<file path="src/rtl/tdm_pkg.sv">
// tdm_pkg: slot geometry and framer state encoding shared by TDM mux/demux ends
package tdm_pkg;
    localparam int NUM_SLOTS = 8;
    localparam int SLOT_W = 3;
    typedef enum logic {HUNT = 1'b0, LOCKED = 1'b1} state_e;
endpackage

</file>
<file path="src/rtl/tdm_demux1x8_if.sv">
// tdm_demux1x8_if: serial slot input and reassembled-frame output bundle
interface tdm_demux1x8_if #(parameter int DATA_W = 1);
    import tdm_pkg::*;
    logic [DATA_W-1:0] din;
    logic din_valid;
    logic frame_sync;
    logic [NUM_SLOTS*DATA_W-1:0] y;
    logic frame_valid;
    logic [SLOT_W-1:0] slot;
    logic locked;
    logic sync_err;
    modport master(output din, din_valid, frame_sync, input y, frame_valid, slot, locked, sync_err);
    modport slave(input din, din_valid, frame_sync, output y, frame_valid, slot, locked, sync_err);
endinterface

</file>
<file path="src/rtl/tdm_slot_cnt.sv">
// tdm_slot_cnt: wrapping slot index counter; clr beats load1 beats en
module tdm_slot_cnt import tdm_pkg::*; (
    input  logic clk,
    input  logic rst,
    input  logic en,
    input  logic load1,
    input  logic clr,
    output logic [SLOT_W-1:0] slot
);
    logic [SLOT_W-1:0] cnt_d, cnt_q;
    always_comb cnt_d = clr ? '0 : load1 ? SLOT_W'(1) : en ? cnt_q + 1'b1 : cnt_q;
    always_ff @(posedge clk) begin
        if (rst) cnt_q <= '0;
        else cnt_q <= cnt_d;
    end
    assign slot = cnt_q;
endmodule

</file>
<file path="src/rtl/tdm_demux1x8.sv">
// tdm_demux1x8: 8-slot TDM receive framer; define TDM_DEMUX_SYNC_CHECK_EN to police frame_sync while locked
module tdm_demux1x8 import tdm_pkg::*; #(parameter int DATA_W = 1) (
    input logic clk,
    input logic rst,
    tdm_demux1x8_if.slave bus
);
    state_e state_d, state_q;
    logic [(NUM_SLOTS-1)*DATA_W-1:0] shadow_d, shadow_q;
    logic [NUM_SLOTS*DATA_W-1:0] y_d, y_q;
    logic fv_d, fv_q, err_d, err_q;
    logic cnt_en, cnt_ld, cnt_clr, abort, lose;
    logic [SLOT_W-1:0] slot;

    tdm_slot_cnt u_cnt (.clk(clk), .rst(rst), .en(cnt_en), .load1(cnt_ld), .clr(cnt_clr), .slot(slot));

    // abort: early sync restarts the frame; lose: missing sync drops lock
`ifdef TDM_DEMUX_SYNC_CHECK_EN
    assign abort = bus.frame_sync && slot != '0;
    assign lose = !bus.frame_sync && slot == '0;
`else
    assign abort = 1'b0;
    assign lose = 1'b0;
`endif

    always_comb begin
        state_d = state_q;
        shadow_d = shadow_q;
        y_d = y_q;
        fv_d = 1'b0;
        err_d = 1'b0;
        cnt_en = 1'b0;
        cnt_ld = 1'b0;
        cnt_clr = 1'b0;
        if (bus.din_valid) begin
            if (state_q == HUNT) begin
                if (bus.frame_sync) begin
                    shadow_d[DATA_W-1:0] = bus.din;
                    cnt_ld = 1'b1;
                    state_d = LOCKED;
                end
            end else if (abort) begin
                err_d = 1'b1;
                shadow_d[DATA_W-1:0] = bus.din;
                cnt_ld = 1'b1;
            end else if (lose) begin
                err_d = 1'b1;
                cnt_clr = 1'b1;
                state_d = HUNT;
            end else begin
                cnt_en = 1'b1;
                if (slot == SLOT_W'(NUM_SLOTS-1)) begin
                    y_d = {bus.din, shadow_q};
                    fv_d = 1'b1;
                end
                for (int k = 0; k < NUM_SLOTS-1; k++)
                    if (slot == SLOT_W'(k)) shadow_d[k*DATA_W +: DATA_W] = bus.din;
            end
        end
    end

    always_ff @(posedge clk) begin
        if (rst) begin
            state_q <= HUNT;
            shadow_q <= '0;
            y_q <= '0;
            fv_q <= 1'b0;
            err_q <= 1'b0;
        end else begin
            state_q <= state_d;
            shadow_q <= shadow_d;
            y_q <= y_d;
            fv_q <= fv_d;
            err_q <= err_d;
        end
    end

    assign bus.y = y_q;
    assign bus.frame_valid = fv_q;
    assign bus.slot = slot;
    assign bus.locked = state_q == LOCKED;
    assign bus.sync_err = err_q;
endmodule

</file>
<file path="src/flat_wrapper.sv">
// flat-port wrapper written by rule: the top's interface ports become plain ports
module tdm_demux1x8_flat import tdm_pkg::*;
#(parameter int DATA_W = 1)
  (clk, rst, bus_din, bus_din_valid, bus_frame_sync, bus_y, bus_frame_valid, bus_slot, bus_locked, bus_sync_err);
  tdm_demux1x8_if #(.DATA_W(DATA_W)) bus_i ();
  input logic clk;
  input logic rst;
  input wire logic [$bits(bus_i.din)-1:0] bus_din;
  input wire logic [$bits(bus_i.din_valid)-1:0] bus_din_valid;
  input wire logic [$bits(bus_i.frame_sync)-1:0] bus_frame_sync;
  output wire logic [$bits(bus_i.y)-1:0] bus_y;
  output wire logic [$bits(bus_i.frame_valid)-1:0] bus_frame_valid;
  output wire logic [$bits(bus_i.slot)-1:0] bus_slot;
  output wire logic [$bits(bus_i.locked)-1:0] bus_locked;
  output wire logic [$bits(bus_i.sync_err)-1:0] bus_sync_err;
  assign bus_i.din = bus_din;
  assign bus_i.din_valid = bus_din_valid;
  assign bus_i.frame_sync = bus_frame_sync;
  assign bus_y = bus_i.y;
  assign bus_frame_valid = bus_i.frame_valid;
  assign bus_slot = bus_i.slot;
  assign bus_locked = bus_i.locked;
  assign bus_sync_err = bus_i.sync_err;
  tdm_demux1x8 #(.DATA_W(DATA_W)) u_core (.clk(clk), .rst(rst), .bus(bus_i));
endmodule
</file>
<file path="config.mk">
export PLATFORM = sky130hd
export DESIGN_NAME = tdm_demux1x8_flat
export DESIGN_NICKNAME = d
export VERILOG_FILES = /design/src/rtl/tdm_pkg.sv /design/src/rtl/tdm_demux1x8_if.sv /design/src/rtl/tdm_slot_cnt.sv /design/src/rtl/tdm_demux1x8.sv /design/src/flat_wrapper.sv
export SDC_FILE = /design/constraint.sdc
export NUM_CORES = 1
export LEC_CHECK = 0
export BUFFER_PORTS_ARGS = -buffer_cell sky130_fd_sc_hd__buf_4
export CAP_MARGIN = 20
export CORE_MARGIN = 2
export CORE_UTILIZATION = 45
export CTS_BUF_LIST = sky130_fd_sc_hd__clkbuf_4 sky130_fd_sc_hd__clkbuf_8
export CTS_CLUSTER_SIZE = 25
export DETAILED_ROUTE_END_ITERATION = 16
export PLACE_DENSITY_LB_ADDON = 0.3
export SYNTH_ARGS = -nofsm -noshare
export SYNTH_HDL_FRONTEND = slang
export SYNTH_SLANG_ARGS = --single-unit
</file>
<file path="constraint.sdc">
create_clock -name clk -period 3.55 [get_ports clk]
set_input_delay 0.5325 -clock clk [delete_from_list [all_inputs] [get_ports clk]]
set_output_delay 0.5325 -clock clk [all_outputs]
set_load 0.1 [all_outputs]
</file>
## After elaboration in Yosys (flattened, before gate mapping)

Index checks and enable logic that the tools add are counted.

- Register bits after elaboration: 20
- Bits in latches: 0
- RAM bits: 0
- Memory bits (read-only): 0
- Output and inout port bits: 14
- Word-level logic and storage cells: 48
- Memories: 0

- Add/subtract/negate cells: 1
- $mul: 0
- Div/mod/pow operators: 0
- Magnitude comparators: 0
- Equal/unequal tests: 8
- Shift-type cells: 0
- Mux-type cells: 12
- Bitwise gates (word level): 2
- Reduce and logical (&&, ||, !) cells: 13

Operator list:

| cell | number |
|---|---|
| $reduce_and A3 Y1 | 8 |
| $eq A3 B3 Y1 const B | 4 |
| $mux W1 | 12 |
| $eq A3 B2 Y1 const B | 2 |
| $reduce_bool A2 Y1 | 2 |
| $add A3 B1 Y3 const B | 1 |
| $eq A3 B1 Y1 const B | 1 |
| $logic_not A3 Y1 | 1 |
| $reduce_or A3 Y1 | 1 |
| $ne A2 B2 Y1 const B | 1 |
| $not A1 Y1 | 2 |
| $reduce_or A2 Y1 | 1 |

## Logic depth before layout (Yosys ltp)

Gate-level depths: netlist (run 1).

- Depth in word-level cells: 4
- Gate-level depth with buffers: 6

## Hierarchy

Synthesis (run 1) repeated with hierarchy kept, for this count alone.

- Cells, all modules: 86
- Area total of the unflattened synthesis: 923.4 um2

By module, submodules not included:

| module | times used | cells an instance | area each (um2) | sequential area each (um2) |
|---|---|---|---|---|
| tdm_demux1x8 | 1 | 74 | 782.0 | 340.3 |
| tdm_slot_cnt | 1 | 12 | 141.4 | 60.1 |

## Worst setup path before layout (run 1)

OpenSTA, ideal clock, no wires.

- Path type: register -> register
- Start: register u_core.u_cnt.cnt_q[1] (netlist: u_core.u_cnt.slot[1])
- End: register u_core.y_q[0] (netlist: u_core.bus.y[0])
- Library setup time: 0.070 ns
- Data arrival time: 1.898 ns
- Required time: 3.480 ns
- Setup slack: 1.581 ns
- Stages on the path, launching flop included: 7
- Path buffers: 1
- Clock period less this slack: 1.969 ns
- Path through: dfxtp_1 -> ha_1 -> ha_1 -> and3_1 -> buf_4 -> nand2_1 -> a21oi_1

- Word-level cells in the longest chain between the ends: 2

RTL lines:

| item | RTL line | source |
|---|---|---|
| from (decl) | tdm_slot_cnt.sv:10 | `logic [SLOT_W-1:0] cnt_d, cnt_q;` |
| from (signal assigned) | tdm_slot_cnt.sv:14 | `else cnt_q <= cnt_d;` |
| $eq A3 B3 Y1 | tdm_demux1x8.sv:51 | `if (slot == SLOT_W'(NUM_SLOTS-1)) begin` |
| $reduce_and A3 Y1 (no source line) | -- |  |
| to (signal assigned) | tdm_demux1x8.sv:71 | `y_q <= y_d;` |
| to (decl) | tdm_demux1x8.sv:9 | `logic [NUM_SLOTS*DATA_W-1:0] y_d, y_q;` |

No other way between the ends.
A chain may end at the register's enable or synchronous reset.

## Worst setup path after layout (run 1)

- Start: register u_core.state_q (netlist: u_core.bus.locked)
- End: output bus_locked

RTL lines:

| item | RTL line | source |
|---|---|---|
| from (decl) | tdm_demux1x8.sv:7 | `state_e state_d, state_q;` |
| from (signal assigned) | tdm_demux1x8.sv:69 | `state_q <= state_d;` |
| to (decl) | flat_wrapper.sv:14 | `output wire logic [$bits(bus_i.locked)-1:0] bus_locked;` |

No word-level cell between the ends.

==> metrics.yaml, run 1 <==
status: "finished clean"
drt_wl_total_microns: 1540
cts.clk_slew.worst_paths_ps: 100
fp.dieW_microns: 47.5
slew_viol_final: 0
max-vdd-ir-drop_mv: 0.221
antenna_found_initial: 0
fin_nets: 125
fin_crit_sh: 0.515
clk_latency_ps: 280
place.port_buffers: 17
fin_tns_setup_ps: 0
num-fill-cells: 193
startpoint: "u_core.bus.locked"
die_area_sq_um: 2260
holdPathStages: 2
yosys_warnings: 0
coreArea_sq_um: 1750
synth_top_area_frac: 0.470
grt_pass1_vias: 565
holdPathEnd: "u_core.bus.y[7]"
fin_crit_ps: 1830
clockBufferDepth: 2
ff2ff_setup_slack_ps: 2150
grt_pass1_wl_microns: 2370
ys_seq_area_frac: 0.470
rsz0062_at_grt: "no"
cp_top_family: "flip-flops"
reg2reg_to: "u_core.bus.y[5]"
hpwl_microns: 1150
final_layout_size_suffix_gt1_frac: 0.196
fmax_ghz: 0.547
r2r_cells: 5
cp_num_buf_inv: 1
ys_top_cells_by_area: "dfxtp_1, ha_1, nand2_1"
antenna_left: 0
ys_ff_latch: 20
arrival_ps: 1300
final_core_util: 0.572
required_ps: 3020
vias: 680
setup_viol_count_final: 0
wire_per_inst_microns: 11.2
rows: 15
cts-buffers-inserted: 3
startpoint_type: "flop"
synthCells: 97
cp_slowest_cell: "dfxtp_1"
netlist_area_sq_um: 852
cts.sinks: 20
avgSynthCellArea_sq_um: 8.78
initialDrtViolationCount: 3
skew_ps: 3.88
ctsResizeCount: 0
place_congestion: 0.720
yosys.area.top_type: "dfxtp_1"
cap_violations: 0
initial_core_util: 0.488
powerDensity_nw_per_um2: 377
dp.cells: 134
worstSetupPathType: "reg2out"
cts_root_buf: "clkbuf_4"
critPathMaxFanout: 15
dpl_cell_area_sq_um: 976
cts_tree: "done"
cts_max_level: 1
min_path_type: "reg2reg"
hp-start: "u_core.bus.y[7]"
drt-vias-per-instance: 4.96
regToRegStartpoint: "u_core.u_cnt.slot[0]"
drt_pass1_iterations: 3
cts_setup_buffers: 0
boundaryPins: 19
grt_start_max_net_pins: 17
post-route-drc-count: 0
hold_viol: 0
num_antenna_cells: 0
leakagePower_nw: 0.406
fin_area_sq_um: 998
hold_buffers: 0
gr-usage-all-layers: 0.150
grt_overflow: 0
path_cells: "buf_4"
slowest_delay_ps: 630
crit_path_end_kind: "output pin"
synth_cell_type_count: 22
syn_to_final_growth_pct: 17.2
die_h_microns: 47.5
final_cells: 137
syn_nets: 108
-- through the flow --
step	worst slack, ps	hold WS [ps]	total power, mW
global route	1670	485	0.391
global placement	2100	442	0.279
CTS	1740	462	0.378
floorplan	1580	426	0.271
detailed placement	2070	447	0.280
finish	1720	459	0.376
-- logic make-up (layout without fill, tap and decap cells) --
family                     after synthesis  after routing  share of synthesized area
DFF                                     20             20                      0.470
muxes                                    1              1                     0.0117
AOI/OAI and AO/OA                       20             20                      0.132
and+or+nand+nor                         40             40                      0.235
adders and majority gates                6              6                     0.0881
buffers and inverters                    9             24                     0.0587
other                                    1              1                    0.00440
-- where the power goes --
part	internal, mW	switching [mW]
logic	0.0108	0.0321
registers	0.227	0.00483
clock network	0.0393	0.0618
-- layout make-up --
| type | count | area, sq um | share of cell area |
|---|---|---|---|
| multi-input cells | 68 | 402 | 0.402 |
| well taps | 25 | 31.3 | 0.0313 |
| flip-flops and latches | 20 | 400 | 0.401 |
| clock buffers | 3 | 22.5 | 0.0226 |
| repair buffers | 17 | 128 | 0.128 |
| inverters | 4 | 15.0 | 0.0150 |
-- cell usage after synthesis --
library cell,count
mux2i_1,1
nand2b_2,1
nand3b_1,1
inv_1,4
buf_2,1
a21oi_1,11
nand4_1,3
nor2_1,5
nand4b_1,3
a2bb2oi_1,1
a41o_1,1
dfxtp_1,20
and3_1,1
buf_4,4
nand2_1,18
ha_1,6
nand3_1,6
conb_1,1
o21ai_0,6
nand2b_1,1
a32oi_1,1
nand3_2,1
-- routing by layer --
metal  GRT usage  share of wire
met1       0.173           0.46
met2       0.262           0.48
met3      0.0340          0.045
met4      0.0667         0.0065
met5           0              0
-- worst max-delay path by stage --
stage | end | slack [ps] | cells after the start
global route | bus_locked | 1670 | 1
floorplan | u_core.bus.y[0] | 1580 | 6
finish | bus_locked | 1720 | 1
detailed placement | bus_locked | 2070 | 1
global placement | bus_locked | 2100 | 1
CTS | bus_locked | 1740 | 1
-- sequential cells by signal, summed over array words and instances, names as in the netlist --
| signal | flops |
|---|---|
| u_core.bus.frame_valid | 1 |
| u_core.bus.locked | 1 |
| u_core.bus.y | 8 |
| u_core.shadow_q | 7 |
| u_core.u_cnt.slot | 3 |
-- cells in the final DEF, fill, tap and decap left out --
cell type,instances
nand3b_1,1
nand2b_2,1
conb_1,1
o21ai_0,6
clkbuf_4,3
a2bb2oi_1,1
and3_1,1
inv_1,4
nand2b_1,1
a21oi_1,11
dfxtp_1,20
nand3_2,1
nor2_1,5
nand4_1,3
a32oi_1,1
nand3_1,6
nand4b_1,3
a41o_1,1
buf_4,17
nand2_1,18
mux2i_1,1
ha_1,6
-- worst min-delay path, cell delays in order (launching register included) --
cell     delay (ps)
dfxtp_1         320
nand2_1          50
a21oi_1          50
Note: power is estimated with default switching activity, not from simulation.
==> run 2, diff against run 1 <==
==> constraint.sdc (replaced) <==
create_clock -name clk -period 1.7 [get_ports clk]
set_input_delay 0.255 -clock clk [delete_from_list [all_inputs] [get_ports clk]]
set_output_delay 0.255 -clock clk [all_outputs]
set_load 0.1 [all_outputs]
==> metrics.yaml, run 2 (synthesis gave the netlist of run 1 again) <==
status: "finished clean"  # unchanged
rsz0062_at_grt: "no"  # unchanged
drt_pass1_iterations: 2  # was 3
power.internal_uw: 628  # was 277 uW
critPathMaxFanout: 15  # unchanged
worstSetupPathType: "reg2out"  # unchanged
p_comb_frac: 0.106  # was 0.114
hold_buffers: 0  # unchanged
slowest_delay_ps: 620  # was 630 ps
gr-usage-all-layers: 0.179  # was 0.150
path_cells: "buf_4"  # unchanged
post-route-drc-count: 0  # unchanged
cts_tree: "done"  # unchanged
final_layout_size_suffix_gt1_frac: 0.230  # was 0.196
skew_ps: 3.23  # was 3.88 ps
boundaryPins: 19  # unchanged
rows: 15  # unchanged
fin_area_sq_um: 1020  # was 998 sq um
p_clk_frac: 0.318  # was 0.269
initial_core_util: 0.488  # unchanged
switching_share: 0.254  # was 0.262
min_path_type: "in2reg"  # was reg2reg
switching_power_uw: 214  # was 98.7 uW
die_area_sq_um: 2260  # unchanged
num-fill-cells: 174  # was 193
grt_overflow: 0  # unchanged
cts.sinks: 20  # unchanged
final_core_util: 0.582  # was 0.572
required_ps: 1440  # was 3020 ps
fmax_ghz: 0.645
die_h_microns: 47.5  # unchanged
setup_viol_count_final: 0  # unchanged
fp.dieW_microns: 47.5  # unchanged
crit_path_end_kind: "output pin"  # unchanged
whs_ps: 202  # was 459 ps
startpoint_type: "flop"  # unchanged
wire_per_inst_microns: 11.4  # was 11.2 microns
syn_to_final_growth_pct: 19.2  # was 17.2%
fin_crit_sh: 0.912
leakagePower_nw: 0.414  # was 0.406 nW
hold_viol: 0  # unchanged
seqPwrFrac: 0.576  # was 0.617
clk_latency_ps: 300  # was 280 ps
vias: 673  # was 680
initialDrtViolationCount: 8  # was 3
cts_setup_buffers: 0  # unchanged
cp_top_family: "flip-flops"  # unchanged
worst_slack_ps: 150  # was 1720 ps
layout_common_cells: "nand2_1, buf_4, dfxtp_1, a21oi_1"  # was dfxtp_1, nand2_1, buf_4, a21oi_1
grt_pass1_wl_microns: 2700  # was 2370 microns
powerDensity_nw_per_um2: 829  # was 377 nW/um^2
max-vdd-ir-drop_mv: 0.524  # was 0.221 mV
slew_viol_final: 0  # unchanged
place_congestion: 0.753  # was 0.720
num_antenna_cells: 0  # unchanged
grt_pass1_vias: 616  # was 565
coreArea_sq_um: 1750  # unchanged
drt-vias-per-instance: 4.88  # was 4.96
arrival_ps: 1290  # was 1300 ps
dpl_cell_area_sq_um: 980  # was 976 sq um
cts.clk_slew.worst_paths_ps: 100  # about the same
fin_tns_setup_ps: 0  # unchanged
grt_start_max_net_pins: 17  # unchanged
final_common_cell: "nand2_1"  # was dfxtp_1
ctsResizeCount: 0  # unchanged
ff_latch_area_sq_um: 404  # was 400 sq um
place.port_buffers: 17  # unchanged
pre_cts_ws_ps: 349  # was 2070 ps
largest_reg_flops: 8  # unchanged
hpwl_microns: 1140  # was 1150 microns
antenna_found_initial: 0  # unchanged
clockBufferDepth: 2  # unchanged
cp_num_buf_inv: 1  # unchanged
fin_nets: 125  # unchanged
cts_max_level: 1  # unchanged
cap_violations: 0  # unchanged
cts_root_buf: "clkbuf_4"  # unchanged
cp_slowest_cell: "dfxtp_1"  # unchanged
multiInputGateArea_sq_um: 402  # unchanged
cts-buffers-inserted: 3  # unchanged
antenna_left: 0  # unchanged
drt_wl_total_microns: 1570  # was 1540 microns
fin_crit_ps: 1550
-- run 2: cell types whose count changed in the layout (fill, tap and decap cells not counted), sizes merged --
| cell | delta |
|---|---|
| clkbuf | +1 |
-- run 2: worst paths after layout --
path / start / to / slack [ps] / cells past startpoint
max: u_core.bus.locked / bus_locked / 150 / 1
min: bus_frame_sync / u_core.bus.locked / 200 / 3
max reg2reg: u_core.u_cnt.slot[0] / u_core.bus.y[2] / 350 / 5
min reg2reg: u_core.shadow_q[4] / u_core.bus.y[4] / 460 / 2
-- run 2: final cells by class --
type,instances,share of cell area
multi-input combinational,68,0.395
timing repair buffer,17,0.126
sequential,20,0.398
clock buffer,4,0.0357
tap,25,0.0308
inverter,4,0.0148
-- run 2: through the flow --
| stage | power (mW) | std cells |
|---|---|---|
| 2_1_floorplan | 0.565 | 97 |
| 3_3_place_gp | 0.585 | 134 |
| 3_5_place_dp | 0.586 | 134 |
| 4_1_cts | 0.853 | 138 |
| 5_1_grt | 0.888 | 138 |
| 6_report | 0.842 | 138 |
-- run 2: routing by layer --
metal  vias up  part of all wire  global-route usage
met5         -                 0                   0
met4         0             0.036               0.133
met3         4             0.038              0.0340
met2        17              0.44               0.292
met1       288              0.48               0.206
li1        364                 -                   -
-- run 2: worst reg2reg max path: cells and delay by family (launching register included) --
| kind | cells | cell delay, ps |
|---|---|---|
| AO/OA/AOI/OAI | 1 | 120 |
| adder cells (fa/ha/maj) | 2 | 360 |
| flip-flops | 1 | 380 |
| AND/OR/NAND/NOR | 2 | 440 |
-- run 2: power groups by stage --
| stage | combinational [mW] | clock (mW) | sequential, mW |
|---|---|---|---|
| after global placement | 0.0896 | 0 | 0.495 |
| after CTS | 0.0904 | 0.278 | 0.485 |
| final | 0.0896 | 0.268 | 0.485 |
| after detailed placement | 0.0902 | 0 | 0.495 |
| after global routing | 0.0974 | 0.303 | 0.487 |
| after floorplan | 0.0457 | 0 | 0.520 |
